--- src/rtl/serial_adder.sv ---
`default_nettype none
// ============================================================================
//  Module      : serial_adder
//  Description : Bit-serial WIDTH-bit adder. On an accepted start the
//                operands and carry-in are captured, then added LSB-first one
//                bit per clock through a single full-adder cell and a carry
//                flip-flop. After WIDTH cycles the registered sum and
//                carry-out are updated and done pulses for one cycle.
//                Subtraction: drive b with ~b and cin=1; cout=1 means
//                "no borrow".
//  Ports       : clk   - sole clock, rising edge
//                rst   - synchronous active-high reset
//                start - request, sampled only while idle
//                a, b  - WIDTH-bit operands, captured on accept
//                cin   - carry-in, captured on accept
//                busy  - addition in progress
//                done  - one-cycle result-valid pulse
//                sum   - result, holds until the next completion
//                cout  - final carry, holds until the next completion
//                ovf   - signed overflow (only with SERIAL_ADDER_OVF_EN)
//  Options     : define SERIAL_ADDER_OVF_EN to add the ovf output.
//  Revision    : 1.0 - initial release
// ============================================================================
module serial_adder #(
    parameter int WIDTH = 8
) (
    input  logic             clk,
    input  logic             rst,
    input  logic             start,
    input  logic [WIDTH-1:0] a,
    input  logic [WIDTH-1:0] b,
    input  logic             cin,
    output logic             busy,
    output logic             done,
    output logic [WIDTH-1:0] sum,
    output logic             cout
`ifdef SERIAL_ADDER_OVF_EN
    ,
    output logic             ovf
`endif
);

    localparam int CNT_W = (WIDTH > 2) ? $clog2(WIDTH) : 1;

    localparam logic [0:0]       c_IDLE = 1'b0;
    localparam logic [0:0]       c_RUN  = 1'b1;
    localparam logic [CNT_W-1:0] c_LAST = CNT_W'(WIDTH - 1);

    logic [0:0]       r_state;
    logic [0:0]       w_state_next;
    logic [WIDTH-1:0] r_a;
    logic [WIDTH-1:0] r_b;
    logic [WIDTH-1:0] r_res;
    logic             r_c;
    logic [CNT_W-1:0] r_cnt;
    logic [WIDTH-1:0] r_sum;
    logic             r_cout;
    logic             r_done;

    logic             w_s;
    logic             w_c_next;
    logic             w_last;

    // Single full-adder cell working on the current LSBs.
    assign w_s      = r_a[0] ^ r_b[0] ^ r_c;
    assign w_c_next = (r_a[0] & r_b[0]) | (r_c & (r_a[0] ^ r_b[0]));
    assign w_last   = (r_state == c_RUN) && (r_cnt == c_LAST);

    // ------------------------------------------------------------------
    // State register
    // ------------------------------------------------------------------
    always_ff @(posedge clk) begin
        if (rst) begin
            r_state <= c_IDLE;
        end else begin
            r_state <= w_state_next;
        end
    end

    // ------------------------------------------------------------------
    // Next-state logic
    // ------------------------------------------------------------------
    always_comb begin
        w_state_next = r_state;
        case (r_state)
            c_IDLE:  if (start)  w_state_next = c_RUN;
            c_RUN:   if (w_last) w_state_next = c_IDLE;
            default: w_state_next = c_IDLE;
        endcase
    end

    // ------------------------------------------------------------------
    // Datapath and result registers
    // ------------------------------------------------------------------
    always_ff @(posedge clk) begin
        if (rst) begin
            r_a    <= '0;
            r_b    <= '0;
            r_res  <= '0;
            r_c    <= 1'b0;
            r_cnt  <= '0;
            r_sum  <= '0;
            r_cout <= 1'b0;
            r_done <= 1'b0;
        end else begin
            r_done <= 1'b0;
            if (r_state == c_IDLE) begin
                if (start) begin
                    r_a   <= a;
                    r_b   <= b;
                    r_c   <= cin;
                    r_cnt <= '0;
                end
            end else begin
                r_a   <= {1'b0, r_a[WIDTH-1:1]};
                r_b   <= {1'b0, r_b[WIDTH-1:1]};
                // Result bits enter at the MSB so that after WIDTH shifts
                // bit 0 of the sum sits at bit 0 of the register.
                r_res <= {w_s, r_res[WIDTH-1:1]};
                r_c   <= w_c_next;
                r_cnt <= r_cnt + CNT_W'(1);
                if (w_last) begin
                    r_sum  <= {w_s, r_res[WIDTH-1:1]};
                    r_cout <= w_c_next;
                    r_done <= 1'b1;
                end
            end
        end
    end

`ifdef SERIAL_ADDER_OVF_EN
    logic r_ovf;

    // On the last bit r_c is the carry into the MSB, w_c_next the carry out.
    always_ff @(posedge clk) begin
        if (rst) begin
            r_ovf <= 1'b0;
        end else if (w_last) begin
            r_ovf <= r_c ^ w_c_next;
        end
    end

    assign ovf = r_ovf;
`endif

    assign busy = (r_state == c_RUN);
    assign done = r_done;
    assign sum  = r_sum;
    assign cout = r_cout;

endmodule
`default_nettype wire
--- config.mk ---
export PLATFORM = sky130hd
export DESIGN_NAME = serial_adder
export DESIGN_NICKNAME = d
export VERILOG_FILES = /design/src/rtl/serial_adder.sv
export SDC_FILE = /design/constraint.sdc
export NUM_CORES = 1
export LEC_CHECK = 0
export CAP_MARGIN = 5
export CORE_MARGIN = 2
export CORE_UTILIZATION = 25
export DETAILED_ROUTE_END_ITERATION = 16
export PLACE_DENSITY = 0.56
export SETUP_SLACK_MARGIN = 0.15
export SYNTH_ARGS = -nofsm -noshare
export SYNTH_HDL_FRONTEND = slang
export SYNTH_SLANG_ARGS = --single-unit
--- constraint.sdc ---
create_clock -name clk -period 1.7 [get_ports clk]
set_input_delay 0.34 -clock clk [delete_from_list [all_inputs] [get_ports clk]]
set_output_delay 0.34 -clock clk [all_outputs]
set_load 0.01 [all_outputs]
## After elaboration in Yosys (flattened, before gate mapping)

Index checks and enable logic that the tools add are counted.

- Bits in registers: 39
- Latch bits: 0
- Bits in writable memories: 0
- Bits in read-only memories: 0
- Input bits: 20
- Output and inout port bits: 11
- Word-level logic and storage cells: 36
- Memories: 0

- $add $sub $neg: 1
- Multipliers: 0
- Div/mod/pow operators: 0
- $lt $le $gt $ge: 0
- Equal/unequal tests: 1
- Shift-type cells: 0
- Muxes and demuxes: 12
- Bitwise operators: 6
- Reductions and logical operators: 5

Operators with widths:

| operator | count |
|---|---|
| 2-to-1 mux 7 bit | 4 |
| 2-to-1 mux 3 bit | 2 |
| 2-to-1 mux 1 bit | 5 |
| OR reduction 2 bit | 2 |
| adder 3 x 1 -> 3 bit (second input constant) | 1 |
| == test 3 bit (second input constant) | 1 |
| AND 1 bit | 2 |
| one-hot mux 1 bit (2 select lines) | 1 |
| AND reduction 2 bit | 1 |
| nonzero test 2 bit | 1 |
| XOR 1 bit | 2 |
| logical AND 1 bit | 1 |
| inverter 1 bit | 1 |
| OR 1 bit | 1 |

## Depth between registers and ports, before layout

- Word-level depth: 4
- Mapped depth: 5
- Gate-level depth less buffers: 4

## Worst setup path before layout

OpenSTA, ideal clock, no wires.

- Kind: flip-flop to flip-flop
- From: register r_cnt[0]
- To: register r_sum[0] (netlist: sum[0])
- Library setup time: 71 ps
- Data arrival time: 1,177 ps
- Path slack: 452 ps
- Stages on the path, launching flop included: 6
- Path buffers: 1
- Clock period less this slack: 1,248 ps
- Cells stage by stage: dfxtp_1 -> ha_1 -> ha_1 -> clkbuf_1 -> a21bo_2 -> a21oi_1

- Longest elaborated chain between the ends: 3

RTL lines:

| item | RTL line | RTL |
|---|---|---|
| from (decl) | 55 | `logic [CNT_W-1:0] r_cnt;` |
| from (signal assigned) | 121 | `r_cnt <= r_cnt + CNT_W'(1);` |
| == test 3 bit | 67 | `assign w_last = (r_state == c_RUN) && (r_cnt == c_LAST);` |
| logical AND 1 bit | 67 |  |
| AND reduction 2 bit (no source line) | n/a |  |
| to (signal assigned) | 123 | `r_sum <= {w_s, r_res[WIDTH-1:1]};` |
| to (decl) | 56 | `logic [WIDTH-1:0] r_sum;` |

No other way between the ends.
A chain may end at the register's enable or synchronous reset.

## Final worst setup path

- From: register r_cout (netlist: cout)
- To: output cout

RTL lines:

| item | RTL line | RTL |
|---|---|---|
| from (decl) | 57 | `logic r_cout;` |
| from (signal assigned) | 124 | `r_cout <= w_c_next;` |
| to (decl) | 36 | `output logic cout` |

No word-level cell between the ends.

==> results.json <==
{
  "grtUsageTotal": 0.0908,
  "critical_path_required_ns": 1.36,
  "final_core_util": 0.342,
  "drt-vias-per-instance": 4.50,
  "grt_max_degree": 53,
  "path_depth": 1,
  "die_w_um": 85.1,
  "report.final.slew_viol_count": 0,
  "rsz0062_at_grt": "no",
  "yosysWarnings": 0,
  "postSynthAreaPerCell_um2": 10.3,
  "worst_clock_skew_ns": 0.00586,
  "path_delay_family": "buffers and inverters",
  "io-pin-count": 31,
  "routabilityCongestion": 0.680,
  "design_power_total_w": 0.00212,
  "final-setup-viol-count": 0,
  "post-route-worst-setup-slack_ns": 0.191,
  "cp_arrival_ns": 1.17,
  "drive_gt1_frac": 0.134,
  "slowest_stage": "sky130_fd_sc_hd__clkdlybuf4s50_1",
  "fin_nets": 208,
  "max-slew-margin-rel": 0.744,
  "dp_cells": 255,
  "core-area_um2": 6350,
  "post_cts_buffers": 0,
  "worstMarginPinSlew_ns": 0.384,
  "whs_path_depth": 2,
  "port_bufs": 30,
  "timing.fmax_mhz": 663,
  "hpwlAfterDp_um": 1960,
  "synth.ff_latch_count": 38,
  "avgRoutedWirePerCell_um": 12.1,
  "ctsLongestPathBuffers": 2,
  "syn-instance-count": 159,
  "initial_utilization": 0.259,
  "worstPathCellList": "clkdlybuf4s50_1",
  "grt_pass1_wl_um": 5280,
  "first_global_vias": 1136,
  "route.final.wire_length_um": 3190,
  "critical_path.n_buffers_inverters": 1,
  "grt_overflow_total": 0,
  "post-synth-top-area-fraction": 0.463,
  "cts_repair_resize_count": 0,
  "antenna-diode-count": 0,
  "initial_drc_count": 67,
  "fp.dieArea_um2": 7240,
  "reg2reg_depth": 4,
  "synth_sequential_area_ratio": 0.463,
  "dpl_worst_slack_ns": 0.127,
  "synth_top_cell_by_area": "sky130_fd_sc_hd__dfxtp_1",
  "worst_setup_hold_path_clk_slew_ns": 0.07,
  "period_share": 0.888,
  "clkSinkCount": 38,
  "tritoncts": "done",
  "finalWorstPathRequiredPeriod_ns": 1.51,
  "final-hold-violation-count": 0,
  "synth_area_um2": 1640,
  "syn2layout_area_growth_pct": 32.2,
  "worstHoldPathType": "flip-flop to flip-flop",
  "h-tree-depth": 2,
  "setup_total_neg_slack_ns": 0,
  "detailroute.via_count": 1183,
  "antenna_found_initial": 0,
  "cpPeakStageDelay_ns": 0.54,
  "critical_path.endpoint_type": "output port",
  "die_outline_height_um": 85.1,
  "num_rows": 29,
  "clock_latency_at_the_later_pin_of_the_worst_skew_pair_ns": 0.29,
  "worstSetupStartpointType": "flip-flop",
  "synth_fp_nets": 182,
  "crit_path_max_fanout": 2,
  "synth.distinct_cells": 21,
  "timing_worst_setup_path_type": "flip-flop to output port",
  "maxCapViolations": 0,
  "power.ir.vdd_worst_mv": 0.555,
  "drt.antenna.violating_nets": 0,
  "detail_route.first_pass.iterations": 4,
  "cts-buffers-inserted": 5,
  "run_status": "finished clean",
  "layout.cells.non_filler": 263,
  "postCtsHoldBufs": 0,
  "power.density_cell_area_nw_per_um2": 976,
  "synth_area_leaders": "sky130_fd_sc_hd__dfxtp_1 46%, sky130_fd_sc_hd__mux2i_1 15%, sky130_fd_sc_hd__a211oi_1 6.4%",
  "clk_root_buffer_cell": "sky130_fd_sc_hd__clkbuf_8",
  "power.static_leakage_nw": 0.909,
  "route.detailed.drc": 0
}
[stage by stage]
step	hold WS (ns)	area, um2
after floorplan	0.443	1640
after global placement	0.461	2010
after detailed placement	0.462	2010
after CTS	0.473	2160
after global routing	0.503	2170
final	0.470	2170
[routing by layer]
layer	vias to the layer above	share of wire	GRT usage
li1	613	-	-
met4	0	0.012	0.0346
met2	26	0.43	0.141
met5	-	0	0
met1	539	0.50	0.115
met3	5	0.054	0.0331
[power breakdown]
part	internal (W)	switching, W	total, W
combinational	0.000121	0.000101	0.000221
sequential	0.000932	0.0000251	0.000957
clock	0.000626	0.000316	0.000942
total	0.00168	0.000442	0.00212
[cell usage after synthesis]
| cell | n |
|---|---|
| sky130_fd_sc_hd__a211oi_2 | 2 |
| sky130_fd_sc_hd__clkbuf_1 | 5 |
| sky130_fd_sc_hd__buf_6 | 3 |
| sky130_fd_sc_hd__nor2_1 | 9 |
| sky130_fd_sc_hd__nor2b_1 | 15 |
| sky130_fd_sc_hd__nand3_1 | 9 |
| sky130_fd_sc_hd__a211oi_1 | 14 |
| sky130_fd_sc_hd__buf_1 | 1 |
| sky130_fd_sc_hd__nand2_1 | 3 |
| sky130_fd_sc_hd__a21bo_2 | 9 |
| sky130_fd_sc_hd__or3b_1 | 3 |
| sky130_fd_sc_hd__ha_1 | 2 |
| sky130_fd_sc_hd__inv_2 | 1 |
| sky130_fd_sc_hd__a21oi_1 | 12 |
| sky130_fd_sc_hd__mux2i_1 | 24 |
| sky130_fd_sc_hd__nand2b_1 | 1 |
| sky130_fd_sc_hd__buf_4 | 2 |
| sky130_fd_sc_hd__nor3_1 | 2 |
| sky130_fd_sc_hd__fa_1 | 1 |
| sky130_fd_sc_hd__buf_2 | 3 |
| sky130_fd_sc_hd__dfxtp_1 | 38 |
[final timing paths]
kind | from | end | slack (ns)
setup / recovery | cout | cout | 0.19
hold / removal | r_res[1] | sum[0] | 0.47
setup reg to reg | r_cnt[0] | sum[4] | 0.41
hold reg to reg | r_res[1] | sum[0] | 0.47
[final cells by class]
cell class	count	area, um2
fill	649	4180
tap	77	96.3
timing repair buffer	33	373
multi-input combinational	106	795
clock inverter	2	60.1
inverter	1	3.75
sequential	38	762
clock buffer	6	82.6
[cells by family (layout without fill, tap and decap cells)]
logic type | count (synthesis) | after routing | synth area share
AOI/OAI and AO/OA | 37 | 37 | 0.171
adders and majority gates | 3 | 3 | 0.0274
buffers and inverters | 15 | 42 | 0.0548
DFF | 38 | 38 | 0.463
muxes | 24 | 24 | 0.146
and+or+nand+nor | 42 | 42 | 0.138
[state kept, by name, summed over array words and instances (netlist names)]
register,flops
r_c,1
sum,8
r_b,8
r_res,7
r_a,8
r_cnt,3
done,1
busy,1
cout,1
[cells in the final DEF, fill, tap and decap left out]
master / Yosys / routed
sky130_fd_sc_hd__a211oi_1: 14 / 14
sky130_fd_sc_hd__fa_1: 1 / 1
sky130_fd_sc_hd__nor2_1: 9 / 9
sky130_fd_sc_hd__ha_1: 2 / 1
sky130_fd_sc_hd__inv_2: 1 / 1
sky130_fd_sc_hd__a211oi_2: 2 / 2
sky130_fd_sc_hd__a21bo_2: 9 / 9
sky130_fd_sc_hd__nand2_1: 3 / 3
sky130_fd_sc_hd__clkdlybuf4s50_1: 0 / 25
sky130_fd_sc_hd__dfxtp_1: 38 / 37
sky130_fd_sc_hd__dfxtp_2: 0 / 1
sky130_fd_sc_hd__mux2i_1: 24 / 24
sky130_fd_sc_hd__dlymetal6s2s_1: 0 / 5
sky130_fd_sc_hd__bufinv_16: 0 / 2
sky130_fd_sc_hd__buf_12: 0 / 3
sky130_fd_sc_hd__nand3_1: 9 / 9
sky130_fd_sc_hd__nand2b_1: 1 / 1
sky130_fd_sc_hd__clkbuf_8: 0 / 6
sky130_fd_sc_hd__or3b_1: 3 / 3
sky130_fd_sc_hd__nor2b_1: 15 / 15
sky130_fd_sc_hd__ha_2: 0 / 1
sky130_fd_sc_hd__nor3_1: 2 / 2
sky130_fd_sc_hd__a21oi_1: 12 / 12
Note: power is estimated with default switching activity, not from simulation.
